**config.mk**
```make
export PLATFORM = sky130hd
export DESIGN_NAME = atm_bank_arbiter
export DESIGN_NICKNAME = d
export VERILOG_FILES = /design/src/rtl/atm_bank_arbiter_pkg.sv /design/src/rtl/atm_bank_arbiter_rr_arbiter.sv /design/src/rtl/atm_bank_arbiter.sv
export SDC_FILE = /design/constraint.sdc
export NUM_CORES = 1
export LEC_CHECK = 0
export CORE_ASPECT_RATIO = 1.4
export CORE_UTILIZATION = 30
export DETAILED_ROUTE_END_ITERATION = 12
export GPL_TIMING_DRIVEN = 1
export PLACE_DENSITY = 0.5
export SLEW_MARGIN = 20
export SYNTH_ARGS = -nofsm -noshare
export SYNTH_HDL_FRONTEND = slang
export SYNTH_SLANG_ARGS = --single-unit
export TNS_END_PERCENT = 20
```
**constraint.sdc**
```tcl
create_clock -name clk -period 9.7 [get_ports clk]
set_input_delay 1.455 -clock clk [delete_from_list [all_inputs] [get_ports clk]]
set_output_delay 1.455 -clock clk [all_outputs]
set_load 0.05 [all_outputs]
```
**src/rtl/atm_bank_arbiter_pkg.sv**
```systemverilog
// atm_bank_arbiter_pkg
// Shared definitions for the ATM balance-bank controller:
//   - opcode values carried on req_op
//   - status codes returned on rsp_status
//   - FSM state encoding used by atm_bank_arbiter
//   - field widths and a small opcode-legality helper
package atm_bank_arbiter_pkg;

    localparam int OP_W  = 3;
    localparam int ACC_W = 4;
    localparam int ST_W  = 3;

    // Request opcodes; every other value is rejected with ST_BAD_OP.
    localparam logic [OP_W-1:0] OP_BALANCE  = 3'd1;
    localparam logic [OP_W-1:0] OP_WITHDRAW = 3'd2;
    localparam logic [OP_W-1:0] OP_DEPOSIT  = 3'd3;

    // Response status codes.
    localparam logic [ST_W-1:0] ST_OK       = 3'd0;
    localparam logic [ST_W-1:0] ST_INSUFF   = 3'd1;
    localparam logic [ST_W-1:0] ST_BAD_ACC  = 3'd2;
    localparam logic [ST_W-1:0] ST_BAD_OP   = 3'd3;
    localparam logic [ST_W-1:0] ST_OVERFLOW = 3'd4;

    // Transaction FSM: one state per cycle of the 4-cycle transaction.
    typedef enum logic [1:0] {
        S_IDLE  = 2'd0,
        S_LATCH = 2'd1,
        S_EXEC  = 2'd2,
        S_RESP  = 2'd3
    } state_t;

    function automatic logic is_legal_op(input logic [OP_W-1:0] op);
        return (op == OP_BALANCE) || (op == OP_WITHDRAW) || (op == OP_DEPOSIT);
    endfunction

endpackage

```
**src/rtl/atm_bank_arbiter_rr_arbiter.sv**
```systemverilog
// rr_arbiter
// Combinational round-robin picker. Searches req starting at index ptr and
// wrapping around; the first set bit wins.
// Ports:
//   req  in  N   request vector
//   ptr  in  IW  index with highest priority this round (must be < N)
//   gnt  out N   one-hot grant (all zero when req is zero)
//   idx  out IW  encoded index of the granted bit (0 when req is zero)
// The pointer register lives in the parent.
module rr_arbiter #(
    parameter int N  = 4,
    parameter int IW = (N > 1) ? $clog2(N) : 1
) (
    input  logic [N-1:0]  req,
    input  logic [IW-1:0] ptr,
    output logic [N-1:0]  gnt,
    output logic [IW-1:0] idx
);

    int   cand;
    logic found;

    always_comb begin
        gnt   = '0;
        idx   = '0;
        found = 1'b0;
        cand  = 0;
        for (int k = 0; k < N; k++) begin
            // Candidate index ptr+k, wrapped modulo N without a divider.
            cand = int'(ptr) + k;
            if (cand >= N) begin
                cand = cand - N;
            end
            if (!found && req[cand]) begin
                found     = 1'b1;
                gnt[cand] = 1'b1;
                idx       = IW'(cand);
            end
        end
    end

endmodule

```
**src/rtl/atm_bank_arbiter.sv**
```systemverilog
// atm_bank_arbiter
// Shared balance bank for N_TERM ATM terminals. Requests are arbitrated
// round-robin; the winner's operation is executed as an atomic
// read-check-write on one of N_ACC balances, and status plus resulting
// balance are returned with a one-cycle done pulse.
// Transaction: IDLE -> LATCH -> EXEC -> RESP -> IDLE (4 cycles).
// Ports:
//   clk          in   system clock
//   rst          in   asynchronous active-low reset
//   req          in   N_TERM        per-terminal request, held until done
//   req_op       in   3*N_TERM      packed opcodes
//   req_acc      in   4*N_TERM      packed account indices
//   req_amt      in   BAL_W*N_TERM  packed amounts
//   gnt          out  N_TERM        one-hot, high for the whole transaction
//   done         out  N_TERM        one-hot, one-cycle completion pulse
//   rsp_status   out  3             status, valid with done
//   rsp_balance  out  BAL_W         post-operation balance, valid with done
//   busy         out  1             high whenever the FSM is not IDLE
module atm_bank_arbiter
    import atm_bank_arbiter_pkg::*;
#(
    parameter int N_TERM   = 4,
    parameter int N_ACC    = 10,
    parameter int BAL_W    = 32,
    parameter int INIT_BAL = 500
) (
    input  logic                      clk,
    input  logic                      rst,
    input  logic [N_TERM-1:0]         req,
    input  logic [OP_W*N_TERM-1:0]    req_op,
    input  logic [ACC_W*N_TERM-1:0]   req_acc,
    input  logic [BAL_W*N_TERM-1:0]   req_amt,
    output logic [N_TERM-1:0]         gnt,
    output logic [N_TERM-1:0]         done,
    output logic [ST_W-1:0]           rsp_status,
    output logic [BAL_W-1:0]          rsp_balance,
    output logic                      busy
);

    localparam int                IW       = (N_TERM > 1) ? $clog2(N_TERM) : 1;
    localparam logic [BAL_W-1:0]  INIT_VAL = BAL_W'(INIT_BAL);

    state_t              state_q, state_d;
    logic [IW-1:0]       ptr_q;
    logic [IW-1:0]       win_q;
    logic [N_TERM-1:0]   gnt_q;
    logic [N_TERM-1:0]   done_q;
    logic [OP_W-1:0]     op_q;
    logic [ACC_W-1:0]    acc_q;
    logic [BAL_W-1:0]    amt_q;
    logic [ST_W-1:0]     rsp_status_q;
    logic [BAL_W-1:0]    rsp_balance_q;

    logic [N_TERM-1:0]   arb_gnt;
    logic [IW-1:0]       arb_idx;

    logic [OP_W-1:0]     op_arr  [N_TERM];
    logic [ACC_W-1:0]    acc_arr [N_TERM];
    logic [BAL_W-1:0]    amt_arr [N_TERM];
    logic [BAL_W-1:0]    bal_vec [N_ACC];

    logic [BAL_W-1:0]    cur_bal;
    logic [BAL_W:0]      sum;
    logic                acc_ok;
    logic [ST_W-1:0]     exec_status;
    logic [BAL_W-1:0]    exec_bal;
    logic                exec_wr;

    // Unpack the per-terminal request fields so the winner can be indexed.
    for (genvar gi = 0; gi < N_TERM; gi++) begin : gen_unpack
        assign op_arr[gi]  = req_op[OP_W*gi +: OP_W];
        assign acc_arr[gi] = req_acc[ACC_W*gi +: ACC_W];
        assign amt_arr[gi] = req_amt[BAL_W*gi +: BAL_W];
    end

    rr_arbiter #(
        .N  (N_TERM),
        .IW (IW)
    ) u_rr (
        .req (req),
        .ptr (ptr_q),
        .gnt (arb_gnt),
        .idx (arb_idx)
    );

    // ---------------- FSM: state register ----------------
    always_ff @(posedge clk or negedge rst) begin
        if (!rst) begin
            state_q <= S_IDLE;
        end else begin
            state_q <= state_d;
        end
    end

    // ---------------- FSM: next state ----------------
    always_comb begin
        state_d = state_q;
        case (state_q)
            S_IDLE:  if (|req) state_d = S_LATCH;
            S_LATCH: state_d = S_EXEC;
            S_EXEC:  state_d = S_RESP;
            S_RESP:  state_d = S_IDLE;
            default: state_d = S_IDLE;
        endcase
    end

    // ---------------- FSM: outputs ----------------
    always_comb begin
        busy        = (state_q != S_IDLE);
        gnt         = gnt_q;
        done        = done_q;
        rsp_status  = rsp_status_q;
        rsp_balance = rsp_balance_q;
    end

    // ---------------- Execute: read-check on the latched request ----------------
    always_comb begin
        cur_bal = '0;
        for (int k = 0; k < N_ACC; k++) begin
            if (acc_q == ACC_W'(k)) begin
                cur_bal = bal_vec[k];
            end
        end
        acc_ok      = (int'(acc_q) < N_ACC);
        // One extra bit so a deposit overflow shows up as a carry.
        sum         = {1'b0, cur_bal} + {1'b0, amt_q};
        exec_status = ST_OK;
        exec_bal    = cur_bal;
        exec_wr     = 1'b0;
        if (!acc_ok) begin
            exec_status = ST_BAD_ACC;
            exec_bal    = '0;
        end else if (!is_legal_op(op_q)) begin
            exec_status = ST_BAD_OP;
        end else if (op_q == OP_BALANCE) begin
            exec_status = ST_OK;
        end else if (op_q == OP_WITHDRAW) begin
            if (amt_q > cur_bal) begin
                exec_status = ST_INSUFF;
            end else begin
                exec_bal = cur_bal - amt_q;
                exec_wr  = 1'b1;
            end
        end else begin
            if (sum[BAL_W]) begin
                exec_status = ST_OVERFLOW;
            end else begin
                exec_bal = sum[BAL_W-1:0];
                exec_wr  = 1'b1;
            end
        end
    end

    // ---------------- Transaction datapath registers ----------------
    always_ff @(posedge clk or negedge rst) begin
        if (!rst) begin
            ptr_q         <= '0;
            win_q         <= '0;
            gnt_q         <= '0;
            done_q        <= '0;
            op_q          <= '0;
            acc_q         <= '0;
            amt_q         <= '0;
            rsp_status_q  <= '0;
            rsp_balance_q <= '0;
        end else begin
            case (state_q)
                S_IDLE: begin
                    if (|req) begin
                        gnt_q <= arb_gnt;
                        win_q <= arb_idx;
                    end
                end
                S_LATCH: begin
                    // Captured here so later changes on req_* (or req
                    // dropping) cannot disturb the transaction.
                    op_q  <= op_arr[win_q];
                    acc_q <= acc_arr[win_q];
                    amt_q <= amt_arr[win_q];
                    ptr_q <= (win_q == IW'(N_TERM - 1)) ? '0 : win_q + IW'(1);
                end
                S_EXEC: begin
                    done_q        <= gnt_q;
                    rsp_status_q  <= exec_status;
                    rsp_balance_q <= exec_bal;
                end
                S_RESP: begin
                    done_q <= '0;
                    gnt_q  <= '0;
                end
                default: begin
                    gnt_q  <= '0;
                    done_q <= '0;
                end
            endcase
        end
    end

    // ---------------- Balance storage ----------------
    // Registers rather than RAM: every account must reload INIT_BAL on reset.
    for (genvar gi = 0; gi < N_ACC; gi++) begin : gen_acc
        logic [BAL_W-1:0] bal_q;

        always_ff @(posedge clk or negedge rst) begin
            if (!rst) begin
                bal_q <= INIT_VAL;
            end else if ((state_q == S_EXEC) && exec_wr && (acc_q == ACC_W'(gi))) begin
                bal_q <= exec_bal;
            end
        end

        assign bal_vec[gi] = bal_q;
    end

endmodule

```
==> results of run 1 <==
==> power breakdown <==
part | switching (mW) | total [mW] | leakage, nW | internal, mW
clock network | 0.727 | 1.73 | 0.705 | 1.00
logic | 3.13 | 4.68 | 5.31 | 1.55
registers | 0.448 | 2.75 | 5.33 | 2.30
==> critical path, stage by stage (launching register included) <==
cell,delay [ns]
sky130_fd_sc_hd__dfrtp_1,0.74
sky130_fd_sc_hd__nor2b_1,0.80
sky130_fd_sc_hd__nand2_1,0.64
sky130_fd_sc_hd__buf_4,0.38
sky130_fd_sc_hd__o311ai_0,0.19
sky130_fd_sc_hd__o21ai_0,0.26
sky130_fd_sc_hd__nand3_1,0.28
sky130_fd_sc_hd__ha_1,0.46
sky130_fd_sc_hd__or4_4,0.64
sky130_fd_sc_hd__a2111oi_4,0.49
sky130_fd_sc_hd__o311ai_2,0.29
sky130_fd_sc_hd__a211o_1,0.42
sky130_fd_sc_hd__nand3_2,0.18
sky130_fd_sc_hd__buf_4,0.32
sky130_fd_sc_hd__nand2_1,0.34
sky130_fd_sc_hd__buf_4,0.31
sky130_fd_sc_hd__o22ai_1,0.89
sky130_fd_sc_hd__o21ai_0,0.26
==> final cells by class <==
class / count / area (µm²) / share of cell area [%]
sequential: 408 / 10300 / 38.0
tap: 960 / 1200 / 4.44
multi-input combinational: 1705 / 11300 / 41.7
clock inverter: 18 / 250 / 0.925
inverter: 84 / 315 / 1.16
clock buffer: 58 / 1190 / 4.41
timing repair buffer: 266 / 2520 / 9.33
==> flip-flops by register name, summed over array words and instances, names as in the netlist <==
| name | count |
|---|---|
| gen_acc.bal_q | 320 |
| amt_q | 32 |
| rsp_balance | 32 |
| acc_q | 4 |
| done | 4 |
| gnt | 4 |
| op_q | 3 |
| rsp_status | 3 |
| ptr_q | 2 |
| state_q | 2 |
| win_q | 2 |
==> through the flow <==
stage,util [%],instance area (µm²),setup WS (ns)
global placement,34.4,25600,1.78
global route,36.4,27100,1.41
CTS,36.4,27100,1.71
finish,36.4,27100,1.62
detailed placement,34.5,25600,1.78
floorplan,-,22600,4.36
==> cells by family (layout without fill, tap and decap cells) <==
logic type                 Yosys count  in the layout  synth area share [%]
buffers and inverters              286            426                  5.24
AOI/OAI and AO/OA                  808            808                  24.0
and+or+nand+nor                    714            714                  13.5
DFF                                408            408                  45.5
xor gates and xnor gates             4              4                 0.155
muxes                              103            103                  7.33
adders and majority gates           76             76                  4.28
==> layer usage <==
layer  GRT usage (%)  share of wire (%)  vias to the layer above  routed length [µm]
met4            9.09                4.2                        0                3420
li1                -                  -                     8919                   -
met3            2.33                4.6                      165                3730
met2            37.5                 51                      678               41000
met5               0                  0                        -                   0
met1            25.9                 40                     9456               32600
==> synthesized netlist by cell type, types with 18 or more instances <==
| cell | count |
|---|---|
| sky130_fd_sc_hd__o21ai_1 | 22 |
| sky130_fd_sc_hd__nand3_1 | 33 |
| sky130_fd_sc_hd__a222oi_1 | 40 |
| sky130_fd_sc_hd__o221a_2 | 19 |
| sky130_fd_sc_hd__dfrtp_1 | 348 |
| sky130_fd_sc_hd__ha_1 | 74 |
| sky130_fd_sc_hd__buf_2 | 43 |
| sky130_fd_sc_hd__a22oi_1 | 23 |
| sky130_fd_sc_hd__a221oi_1 | 32 |
| sky130_fd_sc_hd__mux4_2 | 46 |
| sky130_fd_sc_hd__o21ai_0 | 335 |
| sky130_fd_sc_hd__o31ai_1 | 46 |
| sky130_fd_sc_hd__mux2_2 | 38 |
| sky130_fd_sc_hd__nor3_1 | 20 |
| sky130_fd_sc_hd__dfstp_2 | 60 |
| sky130_fd_sc_hd__nor2b_1 | 20 |
| sky130_fd_sc_hd__nand2_1 | 459 |
| sky130_fd_sc_hd__mux2i_1 | 18 |
| sky130_fd_sc_hd__o2bb2ai_1 | 18 |
| sky130_fd_sc_hd__nor2_1 | 100 |
| sky130_fd_sc_hd__a21oi_1 | 62 |
| sky130_fd_sc_hd__clkbuf_1 | 132 |
| sky130_fd_sc_hd__o22ai_1 | 20 |
| sky130_fd_sc_hd__inv_1 | 83 |
| sky130_fd_sc_hd__a22o_1 | 22 |
| sky130_fd_sc_hd__a31oi_1 | 18 |
==> worst min-delay path by stage <==
| stage | start | end | slack, ns | cells after the start |
|---|---|---|---|---|
| floorplan | gen_acc[4].bal_q[24]$_DFFE_PN0P_ | gen_acc[4].bal_q[24]$_DFFE_PN0P_ | 0.44 | 2 |
| global placement | gen_acc[3].bal_q[4]$_DFFE_PN1P_ | gen_acc[3].bal_q[4]$_DFFE_PN1P_ | 0.45 | 2 |
| detailed placement | gen_acc[2].bal_q[8]$_DFFE_PN1P_ | gen_acc[2].bal_q[8]$_DFFE_PN1P_ | 0.46 | 2 |
| CTS | gen_acc[2].bal_q[8]$_DFFE_PN1P_ | gen_acc[2].bal_q[8]$_DFFE_PN1P_ | 0.47 | 2 |
| global route | gen_acc[3].bal_q[8]$_DFFE_PN1P_ | gen_acc[3].bal_q[8]$_DFFE_PN1P_ | 0.48 | 2 |
| finish | gen_acc[3].bal_q[8]$_DFFE_PN1P_ | gen_acc[3].bal_q[8]$_DFFE_PN1P_ | 0.47 | 2 |
==> impl_metrics.py, run 1 <==
metrics = {
    "timing": {
        "report.final.setup_viol": 0,
        "timing.setup.tns_ns": 0,
        "report.final.slew_viol_count": 0,
        "fmax_ghz": 0.124,
        "hold_ws_ns": 0.465,
        "timing_hold_violations_final": 0,
        "relative_slew_slack_pct": 21.6,
        "min_period_ns": 8.08,
        "final.setup_skew_ns": 0.0269,
        "pin_slew_with_the_least_headroom_to_its_limit_ns": 1.14,
        "fin_crit_sh_pct": 83.3,
        "rsz0062_at_grt": "false",
    },
    "clock_tree": {
        "cts.path.max_buffers": 3,
        "cts.root.buffer_cell": "sky130_fd_sc_hd__clkbuf_16",
        "cts_bufs_inserted": 42,
        "ctsHtreeMaxLevel": 2,
        "clkLatencyLatePin_ns": 0.60,
        "tritoncts_num_sinks": 408,
        "cts-resized-gates": 0,
        "post-cts-setup-buffers": 0,
        "cts.clk_slew.worst_paths_ns": 0.07,
        "cts_hold_buffers": 0,
        "cts_tree": "built",
    },
    "floorplanning": {
        "fp.dieArea_mm2": 0.0764,
        "ios": 206,
        "start_util_pct": 30.4,
        "die_width_um": 234,
        "floorplan.core_area_mm2": 0.0743,
        "std_cell_rows": 118,
        "die_height_um": 327,
    },
    "pwr": {
        "totalPowerFinal_mw": 9.16,
        "leakagePower_nw": 11.3,
        "ir_worst_vdd_mv": 0.169,
        "power.density_cell_area_mw_per_mm2": 338,
    },
    "worst_hold_path": {
        "hp-class": "reg2reg",
    },
    "route": {
        "ant_nets": 0,
        "finalWirelength_mm": 80.7,
        "number_of_drc_violations_after_detailed_routing": 0,
        "num_vias": 19200,
        "detailedRoute.firstPassIterationCount": 5,
        "post_drt_via_cell_ratio": 5.49,
        "routed_wirelength_normalized_by_instance_count_um": 23.1,
        "dr.first_iter.drc_count": 1479,
    },
    "yosys": {
        "async_set_reset_flop_share_out_of_synthesis_pct": 100,
        "synth_ff_type": "sky130_fd_sc_hd__dfrtp_1",
        "yosysSeqAreaShare_pct": 45.5,
        "ys.warnings.count": 0,
        "synth_area_leaders": "sky130_fd_sc_hd__dfrtp_1 39%, sky130_fd_sc_hd__nand2_1 7.6%, sky130_fd_sc_hd__o21ai_0 7.4%",
        "synthCells": 2399,
        "synth_seq_cells": 408,
        "syn-cell-area_mm2": 0.0226,
        "syn-num-nets": 2637,
        "synth_largest_type_area_fraction_pct": 38.5,
        "yosys.area.top_type": "sky130_fd_sc_hd__dfrtp_1",
        "netlist-cell-type-count": 84,
        "number_of_synthesized_flops_with_an_enable_pin": 0,
        "post_syn_area_per_cell_um2": 9.42,
    },
    "global_route": {
        "grt_first_pass_wirelength_mm": 123,
        "grt_antenna_before_repair": 1,
        "grt_start_max_net_pins": 165,
        "number_of_global_route_vias_before_repair": 19800,
        "overall_routing_resource_usage_pct": 21.3,
        "global_route.overflow_total": 0,
    },
    "setup_path": {
        "path_max_fanout": 20,
        "timing.setup.critical_path_class": "reg2reg",
        "worst-endpoint-arrival_ns": 8.53,
        "worst_setup_path_start_kind": "flip-flop",
        "timing.rr.end": "gen_acc[4].bal_q[6]$_DFFE_PN1P_",
        "timing.critical_path.to": "gen_acc[4].bal_q[6]$_DFFE_PN1P_",
        "critical_path.reg2reg.startpoint": "acc_q[2]$_DFFE_PN0N_",
        "worstSetupEndpointType": "flip-flop",
        "crit_required_ns": 10.15,
        "crit_start": "acc_q[2]$_DFFE_PN0N_",
        "r2r.worst_path.cells": 17,
        "reg2reg_setup_slack_ns": 1.62,
    },
    "place": {
        "count_of_input_and_output_buffers": 205,
        "final_weighted_congestion_in_routability_driven_placement": 0.864,
        "placed_cells_incl_taps": 3423,
        "dp.final_hpwl_mm": 59.1,
    },
    "run_status": {
        "status": "completed",
    },
    "final_layout": {
        "antenna_cells_inserted": 0,
        "mostFrequentLayoutCells": "459 x sky130_fd_sc_hd__nand2_1, 344 x sky130_fd_sc_hd__dfrtp_1, 335 x sky130_fd_sc_hd__o21ai_0",
        "flow.area_growth_from_synthesis_pct": 19.8,
        "layout.cells.most_common": "sky130_fd_sc_hd__nand2_1",
        "fillerInstances": 7508,
        "final_nets": 2745,
        "post_route_cells_drive_above_1_share_pct": 13.4,
        "final_cell_count_no_fill": 3499,
    },
    "flow_run": {
        "maxcap_violations": 0,
    },
}
No activity file was read; power rests on OpenSTA's default activity.
==> run 2, diff against run 1 <==
--- a/config.mk
+++ b/config.mk
@@ -9,7 +9,7 @@
 export CORE_UTILIZATION = 30
 export DETAILED_ROUTE_END_ITERATION = 12
 export GPL_TIMING_DRIVEN = 1
-export PLACE_DENSITY = 0.5
+export PLACE_DENSITY = 0.52
 export SLEW_MARGIN = 20
 export SYNTH_ARGS = -nofsm -noshare
 export SYNTH_HDL_FRONTEND = slang
==> constraint.sdc (replaced) <==
create_clock -name clk -period 6.52 [get_ports clk]
set_input_delay 0.978 -clock clk [delete_from_list [all_inputs] [get_ports clk]]
set_output_delay 0.978 -clock clk [all_outputs]
set_load 0.05 [all_outputs]
==> run 2 against run 1 <==
- critical path type unchanged
- non-clock buffer count increased by 88
- sequential power increased by 45%
- fmax increased by 29%
- utilization increased by 0.95 points
==> impl_metrics.py, run 2 (synthesis results as in run 1) <==
metrics = {
    "place": {
        "dp.final_hpwl_mm": 59.2,
        "final_weighted_congestion_in_routability_driven_placement": 0.910,
        "count_of_input_and_output_buffers": 205,
        "placed_cells_incl_taps": 3511,
    },
    "floorplanning": {
        "fp.dieArea_mm2": 0.0764,
        "die_width_um": 234,
        "die_height_um": 327,
        "start_util_pct": 30.4,
        "ios": 206,
        "std_cell_rows": 118,
        "floorplan.core_area_mm2": 0.0743,
    },
    "setup_path": {
        "crit_required_ns": 6.97,
        "worstSetupEndpointType": "flip-flop",
        "timing.setup.critical_path_class": "reg2reg",
        "worst_setup_path_start_kind": "flip-flop",
        "path_max_fanout": 20,
        "worst-endpoint-arrival_ns": 6.70,
    },
    "timing": {
        "rsz0062_at_grt": "false",
        "min_period_ns": 6.25,
        "pin_slew_with_the_least_headroom_to_its_limit_ns": 1.12,
        "timing_hold_violations_final": 0,
        "fmax_ghz": 0.160,
        "relative_slew_slack_pct": 25.6,
        "report.final.slew_viol_count": 0,
        "final.setup_skew_ns": 0.0169,
        "timing.setup.tns_ns": 0,
        "fin_crit_sh_pct": 95.8,
        "report.final.setup_viol": 0,
    },
    "pwr": {
        "power.density_cell_area_mw_per_mm2": 495,
        "totalPowerFinal_mw": 13.7,
        "power_frac_seq_pct": 29.1,
        "net-switching-power_mw": 6.39,
        "leakagePower_nw": 11.8,
        "internal_power_mw": 7.35,
        "power_frac_comb_pct": 53.5,
        "ir_worst_vdd_mv": 0.298,
        "power.share.clock_pct": 17.4,
        "netSwitchingFraction_pct": 46.5,
    },
    "flow_run": {
        "maxcap_violations": 0,
    },
    "final_layout": {
        "flow.area_growth_from_synthesis_pct": 22.9,
        "largest_register_ff_count": 320,
        "largest_register": "gen_acc.bal_q",
        "antenna_cells_inserted": 0,
        "multi_input_comb_area_mm2": 0.0112,
        "mostFrequentLayoutCells": "459 x sky130_fd_sc_hd__nand2_1, 344 x sky130_fd_sc_hd__dfrtp_1, 335 x sky130_fd_sc_hd__o21ai_0",
        "fillerInstances": 7495,
        "layout.cells.most_common": "sky130_fd_sc_hd__nand2_1",
        "final_nets": 2833,
        "final_cell_count_no_fill": 3585,
        "finish.utilization_pct": 37.4,
        "post_route_cells_drive_above_1_share_pct": 15.7,
        "ff_latch_area_mm2": 0.0103,
    },
    "route": {
        "ant_nets": 0,
        "num_vias": 19600,
        "finalWirelength_mm": 80.2,
        "post_drt_via_cell_ratio": 5.48,
        "dr.first_iter.drc_count": 1628,
        "detailedRoute.firstPassIterationCount": 8,
        "routed_wirelength_normalized_by_instance_count_um": 22.4,
        "number_of_drc_violations_after_detailed_routing": 0,
    },
    "global_route": {
        "grt_first_pass_wirelength_mm": 123,
        "overall_routing_resource_usage_pct": 21.2,
        "number_of_global_route_vias_before_repair": 20000,
        "grt_start_max_net_pins": 153,
        "grt_antenna_before_repair": 1,
        "global_route.overflow_total": 0,
    },
    "clock_tree": {
        "cts-resized-gates": 0,
        "ctsHtreeMaxLevel": 2,
        "cts.path.max_buffers": 3,
        "cts.clk_slew.worst_paths_ns": 0.06,
        "cts_hold_buffers": 0,
        "tritoncts_num_sinks": 408,
        "clkLatencyLatePin_ns": 0.57,
        "cts_bufs_inserted": 42,
        "cts.root.buffer_cell": "sky130_fd_sc_hd__clkbuf_16",
        "cts_tree": "built",
        "post-cts-setup-buffers": 0,
    },
    "run_status": {
        "status": "completed",
    },
    "worst_hold_path": {
        "hp-class": "in2async",
    },
}
## run 2: cell types whose count changed in the layout (fill, tap and decap cells not counted), moves of 2 or more
cell,delta
sky130_fd_sc_hd__buf_4,+73
sky130_fd_sc_hd__buf_12,+16
sky130_fd_sc_hd__clkbuf_1,+5
sky130_fd_sc_hd__o22ai_1,+5
sky130_fd_sc_hd__o22ai_2,-5
sky130_fd_sc_hd__bufinv_16,-3
sky130_fd_sc_hd__clkbuf_8,-2
## run 2: power groups by stage
| stage | Sequential (mW) | Combinational (mW) | Clock, mW |
|---|---|---|---|
| floorplan | 4.14 | 4.32 | 0 |
| global placement | 4.01 | 7.26 | 0 |
| detailed placement | 4.04 | 7.30 | 0 |
| CTS | 4.00 | 7.32 | 2.45 |
| global route | 4.11 | 7.97 | 2.54 |
| finish | 4.00 | 7.34 | 2.39 |
## run 2: cell type report
cell class                      count  share of cell area (%)
Multi-Input combinational cell   1705                    40.5
Inverter                           84                    1.14
Tap cell                          960                    4.33
Clock buffer                       61                    4.26
Clock inverter                     13                   0.532
Timing Repair Buffer              354                    12.2
Sequential cell                   408                    37.1
## run 2: critical path: stages, from the launching register on
cell and delay, ns:
sky130_fd_sc_hd__dfrtp_2 0.45, sky130_fd_sc_hd__buf_4 0.25, sky130_fd_sc_hd__nor2b_1 0.18, sky130_fd_sc_hd__buf_4 0.35
sky130_fd_sc_hd__a22oi_1 0.16, sky130_fd_sc_hd__o311ai_0 0.66, sky130_fd_sc_hd__o21ai_0 0.31, sky130_fd_sc_hd__nand3_1 0.26
sky130_fd_sc_hd__ha_1 0.29, sky130_fd_sc_hd__or4_4 0.58, sky130_fd_sc_hd__a2111oi_4 0.57, sky130_fd_sc_hd__o311ai_2 0.18
sky130_fd_sc_hd__a211o_1 0.38, sky130_fd_sc_hd__nand3_2 0.10, sky130_fd_sc_hd__nand2_1 0.10, sky130_fd_sc_hd__buf_12 0.18
sky130_fd_sc_hd__o22ai_1 0.84, sky130_fd_sc_hd__o21ai_0 0.24
## run 2: routing by layer
metal | up-vias | GRT usage (%) | routed length (µm)
li1 | 9100 | - | -
met1 | 9646 | 25.8 | 31900
met2 | 740 | 37.3 | 40900
met3 | 151 | 2.29 | 4030
met4 | 0 | 9.13 | 3380
met5 | - | 0 | 0
## run 2: worst paths after layout
path / start / end / slack [ns] / depth (start not counted)
setup / recovery: acc_q[1]$_DFFE_PN0N_ / gen_acc[8].bal_q[5]$_DFFE_PN1P_ / 0.27 / 17
hold / removal: rst / amt_q[7]$_DFFE_PN0N_ / 0.46 / 1
setup reg to reg: acc_q[1]$_DFFE_PN0N_ / gen_acc[8].bal_q[5]$_DFFE_PN1P_ / 0.27 / 17
hold reg to reg: gen_acc[3].bal_q[6]$_DFFE_PN1P_ / gen_acc[3].bal_q[6]$_DFFE_PN1P_ / 0.46 / 2
max in group asynchronous: rst / gen_acc[0].bal_q[12]$_DFFE_PN0P_ / 4.58 / 2
min in group clk: gen_acc[3].bal_q[6]$_DFFE_PN1P_ / gen_acc[3].bal_q[6]$_DFFE_PN1P_ / 0.46 / 2
## run 2: metrics by stage
stage	setup slack, ns	hold slack [ns]	area, µm²
6_report	0.272	0.460	27800
5_1_grt	0.0407	0.480	27800
4_1_cts	0.248	0.463	27800
3_5_place_dp	0.263	0.454	26400
3_3_place_gp	0.318	0.449	26400
2_1_floorplan	1.18	0.442	22600
==> edit 1, RTL diff (flow settings as in run 2) <==
Make the reset (`rst`) synchronous in 3 clocked blocks. Comments in the files are not updated.
--- a/src/rtl/atm_bank_arbiter.sv
+++ b/src/rtl/atm_bank_arbiter.sv
@@ -84,7 +84,7 @@
     );
 
     // ---------------- FSM: state register ----------------
-    always_ff @(posedge clk or negedge rst) begin
+    always_ff @(posedge clk) begin
         if (!rst) begin
             state_q <= S_IDLE;
         end else begin
@@ -152,7 +152,7 @@
     end
 
     // ---------------- Transaction datapath registers ----------------
-    always_ff @(posedge clk or negedge rst) begin
+    always_ff @(posedge clk) begin
         if (!rst) begin
             ptr_q         <= '0;
             win_q         <= '0;
@@ -201,7 +201,7 @@
     for (genvar gi = 0; gi < N_ACC; gi++) begin : gen_acc
         logic [BAL_W-1:0] bal_q;
 
-        always_ff @(posedge clk or negedge rst) begin
+        always_ff @(posedge clk) begin
             if (!rst) begin
                 bal_q <= INIT_VAL;
             end else if ((state_q == S_EXEC) && exec_wr && (acc_q == ACC_W'(gi))) begin
Function: differs if rst is asserted again (counterexample within 4 cycles, from zero or initial values and one cycle with rst low); with rst held inactive, the same outputs for 4 cycles.
==> edit 1 against run 2 <==
Global-route usage is 2.6 points higher; area after synthesis is 1.6% lower; setup slack gained 0.19 ns; total power is 17% lower; via count rose by 12%; design area down 1.6%; clock power increased by 10%; sequential cell count stayed put; routed wire length increased by 14%; largest power group unchanged.
==> edit 1: results (changes against run 2) <==
The endpoint identified for the worst register-to-register timing path is gen_acc[2].bal_q[13]. The worst max-slew margin expressed relative to the limit came out at 28.9% (+3.3 points). The count of nets after finishing is 3079 (+8.7%). The met1 layer wirelength in the final routing is 35900 um (+13%). The count of different cell masters after synthesis came out at 88 (+4.8%). The average routed wire per standard cell is 23.9 um (+6.8%). Counting instances in the post-synthesis netlist gives the leading cell types as 408 x sky130_fd_sc_hd__dfxtp_1, 262 x sky130_fd_sc_hd__nor2_1, 254 x sky130_fd_sc_hd__nand2_1. The aggregate global-route resource usage came out at 23.8% (+2.6 points).

The number of flip-flops under the largest register name came out at 320 (unchanged). The HPWL after detailed placement is 68100 um (+15%). The final hold slack is 0.452 ns (-0.00806 ns). The total clock buffers created by CTS is 44 (+4.8%). The clock latency at the later pin of the worst-skew pair is 0.61 ns (+0.04 ns). The largest fanout on the critical path is 16 (-20%).

The startpoint identified for the worst register-to-register timing path is acc_q[1]. The run finished with clean final reports. The via count of the first global-routing pass came out at 21400 (+6.9%). The length of routed met2 wiring is 46500 um (+14%).

The met1 routing resource usage after global routing came to 27.7% (+1.9 points). The DRC violation total after the first TritonRoute iteration is 1872 (+15%). The global routing usage on met3 is 2.75% (+0.46 points).

The length in cells of the worst reg-to-reg path was 19 (+2). The number of antenna violations at the first check in global routing is 0 (-1). The clock share of power was 23.1% (+5.7 points). The first-pass GRT wire length is 135000 um (+9.7%). The final weighted congestion of routability-driven global placement is 0.960 (+5.5%).

The pre-CTS setup slack came out at 0.365 ns (+0.103 ns). The sequential fraction of design power came out at 24.4% (-4.7 points). The worst min-delay path category is register to register.

The clock skew after layout is 0.0287 ns (+0.0118 ns). The global routing met2 resource utilization was 42.8% (+5.5 points). The worst voltage drop across the vdd grid came to 0.227 mV (-24%). The largest net degree at the start of global routing is 185 (+21%). The data arrival at the endpoint of the critical path was 6.57 ns (-0.13 ns). The setup slack of the most critical reg-to-reg path came out at 0.46 ns (+0.19 ns). The sequential area share after synthesis came to 36.7% (-8.8 points). The overall via count from detail_route is 22000 (+12%).

The net count of the mapped netlist was 2899 (+9.9%).
## edit 1: changes by cell type in the layout (fill, tap and decap cells not counted), sizes merged, moves of 119 or more
cell	before	now
a211oi	16	135
nor2	100	262
a21oi	62	206
dfrtp	348	0
dfxtp	0	408
o21ai	357	230
nand2	459	254
## edit 1: timing repair
item                       4_1_cts  5_1_grt
setup endpoints to repair        0        2
hold endpoints to repair         0        0
resized for setup                0        2
setup buffers                    0        0
## edit 1: critical path, cell delays in order (launching register included)
cell                       delay [ns]
sky130_fd_sc_hd__dfxtp_2         0.40
sky130_fd_sc_hd__buf_4           0.23
sky130_fd_sc_hd__o21a_1          0.18
sky130_fd_sc_hd__nor2_1          0.39
sky130_fd_sc_hd__buf_4           0.24
sky130_fd_sc_hd__o21ai_0         0.10
sky130_fd_sc_hd__nor2_1          0.11
sky130_fd_sc_hd__o221ai_1        0.16
sky130_fd_sc_hd__a31oi_1         0.61
sky130_fd_sc_hd__ha_1            0.37
sky130_fd_sc_hd__a21oi_1         0.31
sky130_fd_sc_hd__o21ai_0         0.25
sky130_fd_sc_hd__or3_1           0.39
sky130_fd_sc_hd__a221o_1         0.33
sky130_fd_sc_hd__o211ai_4        0.35
sky130_fd_sc_hd__buf_4           0.31
sky130_fd_sc_hd__nor2_1          0.07
sky130_fd_sc_hd__a211oi_1        0.51
sky130_fd_sc_hd__nor2_1          0.33
sky130_fd_sc_hd__a211oi_1        0.30
## edit 1: how the worst max path moves through the flow
stage | startpoint | to | slack, ns | cells after the start
2_1_floorplan | acc_q[0] | gen_acc[4].bal_q[25] | 1.59 | 22
6_report | acc_q[1] | gen_acc[2].bal_q[13] | 0.46 | 19
3_3_place_gp | acc_q[3] | gen_acc[2].bal_q[13] | 0.44 | 16
5_1_grt | acc_q[1] | gen_acc[2].bal_q[13] | 0.09 | 20
3_5_place_dp | acc_q[2] | gen_acc[3].bal_q[13] | 0.37 | 16
4_1_cts | acc_q[2] | gen_acc[3].bal_q[13] | 0.36 | 16
## edit 1: cells by family after synthesis
group	after synthesis	synth area share, %
flip-flops	408	36.7
AND/OR/NAND/NOR	765	15.7
adder cells (fa/ha/maj)	77	4.40
AO/OA/AOI/OAI	957	28.9
buffers and inverters	321	6.00
XOR/XNOR	6	0.236
multiplexers	126	8.03
## edit 1: stage by stage
stage | power (uW) | instances | area, sq um
global placement | 8720 | 3746 | 25800
CTS | 11400 | 3824 | 27300
detailed placement | 8730 | 3746 | 25800
global route | 11900 | 3824 | 27300
finish | 11400 | 3824 | 27300
floorplan | 6380 | 2660 | 22200
## edit 1: cell type report
cell class	count	area, sq um
fillers	7428	45700
well taps	952	1190
repair buffers	368	3370
clock buffers	62	1270
multi-input cells	1931	12800
clock inverters	16	206
flip-flops and latches	408	8180
inverters	87	332
==> edit 2, RTL diff (flow settings as in run 2) <==
Without the edit above. The package constant `ST_W` goes from 3 to 5.
--- a/src/rtl/atm_bank_arbiter_pkg.sv
+++ b/src/rtl/atm_bank_arbiter_pkg.sv
@@ -8,7 +8,7 @@
 
     localparam int OP_W  = 3;
     localparam int ACC_W = 4;
-    localparam int ST_W  = 3;
+    localparam int ST_W  = 5;
 
     // Request opcodes; every other value is rejected with ST_BAD_OP.
     localparam logic [OP_W-1:0] OP_BALANCE  = 3'd1;
Ports: changed (resized rsp_status); port bits go from 206 to 208. No check against the original RTL was run, so the function may have changed too.
==> edit 2 against run 2 <==
Design area is 0.49% lower; total power up 11%; routed wire length up 2.0%; combinational power up 17%; area after synthesis grew 0.49%; critical endpoint is now gen_acc[0].bal_q[31]; maximum frequency increased by 0.14%; sequential cell count unchanged; largest cell class unchanged; setup slack gained 0.0090 ns.
==> edit 2: results (changes against run 2) <==
The flow ran to the end, and the final reports show no timing, DRC or antenna violations. The adder-cell share of the synthesized area is 4.25% (-0.021 points). The sequential area share after synthesis came out at 45.3% (-0.22 points). The area after detailed placement came to 26200 sq um (-1.1%). The number of instances in the placed design came out at 3520 (+0.26%).

The largest incremental delay on the critical path came out at 0.60 ns (-0.24 ns). The startpoint identified for the worst register-to-register timing path is acc_q[0]. The count of different cell masters after synthesis is 96 (+14%). Ranked by total cell area, the synthesized netlist is headed by sky130_fd_sc_hd__dfrtp_1 38%, sky130_fd_sc_hd__nand2_1 7.3%, sky130_fd_sc_hd__o21ai_0 7.2%. The final weighted congestion of routability-driven global placement came out at 0.953 (+4.7%). The post-synthesis average cell area is 9.36 sq um (-0.59%). The via count of the first global-routing pass is 20000 (-0.17%).

The length in cells of the worst reg-to-reg path came to 18 (+1). The clock latency at the later pin of the worst-skew pair came out at 0.59 ns (+0.02 ns). The number of antenna violations at the first check in global routing came out at 0 (-1). By count the netlist is led by 442 x sky130_fd_sc_hd__nand2_1, 348 x sky130_fd_sc_hd__dfrtp_1, 328 x sky130_fd_sc_hd__o21ai_0.

The transition time of the tightest slew-check pin came out at 1.14 ns (+0.0275 ns). The data arrival at the endpoint of the critical path came out at 6.67 ns (-0.03 ns). The worst voltage drop across the vdd grid is 0.245 mV (-18%).

The per-cell via count in the routed design came out at 5.40 (-1.4%). The average routed wire per standard cell is 22.7 um (+1.6%). The aggregate global-route resource usage was 21.5% (+0.29 points). The first-pass GRT wire length came out at 124000 um (+0.61%). The largest fanout on the critical path was 19 (-5.0%). The number of filler instances in the final layout came to 7724 (+3.1%). The standby leakage power came out at 0.0119 uW (+0.98%). The clock skew after layout came out at 0.0274 ns (+0.0105 ns). The largest net degree at the start of global routing came out at 171 (+12%).

The overall routed net length was 81800 um (+2.0%). The DRC violation total after the first TritonRoute iteration is 1384 (-15%). The largest individual stage delay along the critical path comes from the cell sky130_fd_sc_hd__o21ai_0. The worst register-to-register path ends at gen_acc[0].bal_q[31]. The synthesized-area fraction occupied by xor and xnor cells came out at 0.309% (+0.15 points).

The complex-gate fraction of the synthesized area came out at 22.2% (-1.8 points). The path class of the tightest hold or removal check is primary input to asynchronous set/reset pin. The HPWL after detailed placement was 60900 um (+2.8%). The count of nets after finishing came out at 2834 (+0.035%).
==> edit 2: changes by cell type after synthesis, sizes merged, moves of 17 or more <==
| cell | delta |
|---|---|
| a222oi | -17 |
| mux2 | +26 |
| o21ai | +31 |
| o31ai | -24 |
| nand2 | -17 |
| nor2 | +33 |
| a21oi | +37 |
| a22oi | +35 |
==> edit 2: worst max-delay path by stage <==
stage	to	from	slack, ns	cells after the start
2_1_floorplan	gen_acc[0].bal_q[13]	acc_q[1]	1.77	20
3_3_place_gp	gen_acc[0].bal_q[9]	acc_q[3]	-0.11	22
3_5_place_dp	gen_acc[4].bal_q[9]	acc_q[3]	-0.11	22
4_1_cts	gen_acc[4].bal_q[9]	acc_q[3]	0.14	22
5_1_grt	gen_acc[1].bal_q[27]	acc_q[0]	0.01	19
6_report	gen_acc[0].bal_q[31]	acc_q[0]	0.28	18
==> edit 2: power by group <==
| group | switching [uW] | internal, uW |
|---|---|---|
| logic | 5700 | 2890 |
| registers | 546 | 3530 |
| clock network | 1070 | 1500 |
==> edit 2: timing repair <==
action / in CTS / in global routing
gates resized for setup: 1 / 2
hold buffers: 0 / 0
gates cloned: 0 / 0
pin swaps: 0 / 0
endpoints found under the setup margin: 11 / 41
==> edit 2: cell type report <==
| cell class | count | area share (%) |
|---|---|---|
| Tap cell | 968 | 4.38 |
| Clock inverter | 13 | 0.557 |
| Inverter | 78 | 1.06 |
| Sequential cell | 408 | 37.2 |
| Clock buffer | 64 | 4.73 |
| Timing Repair Buffer | 323 | 11.1 |
| Multi-Input combinational cell | 1743 | 40.9 |
==> edit 2: logic make-up after synthesis <==
family	after synthesis
XOR/XNOR	8
AO/OA/AOI/OAI	793
adder cells (fa/ha/maj)	76
AND/OR/NAND/NOR	733
other	1
buffers and inverters	275
flip-flops	408
multiplexers	131
==> edit 2: per-layer routing <==
layer	vias to the layer above	global-route usage [%]	share of wire (%)
met5	-	0	0
met4	0	11.5	5.7
met3	179	2.35	3.9
met2	621	38.1	51
met1	9598	25.0	39
li1	9033	-	-
==> edit 2: metrics by stage <==
stage	setup TNS (ns)	hold slack (ns)	util, %	power (uW)	setup slack [ns]
after CTS	0	0.457	36.8	15300	0.139
after global routing	0	0.477	36.8	16100	0.0141
final	0	0.418	36.8	15200	0.281
after detailed placement	-1.01	0.454	34.9	12600	-0.107
after global placement	-1.15	0.444	34.9	12600	-0.109
after floorplan	0	0.433	-	9310	1.77
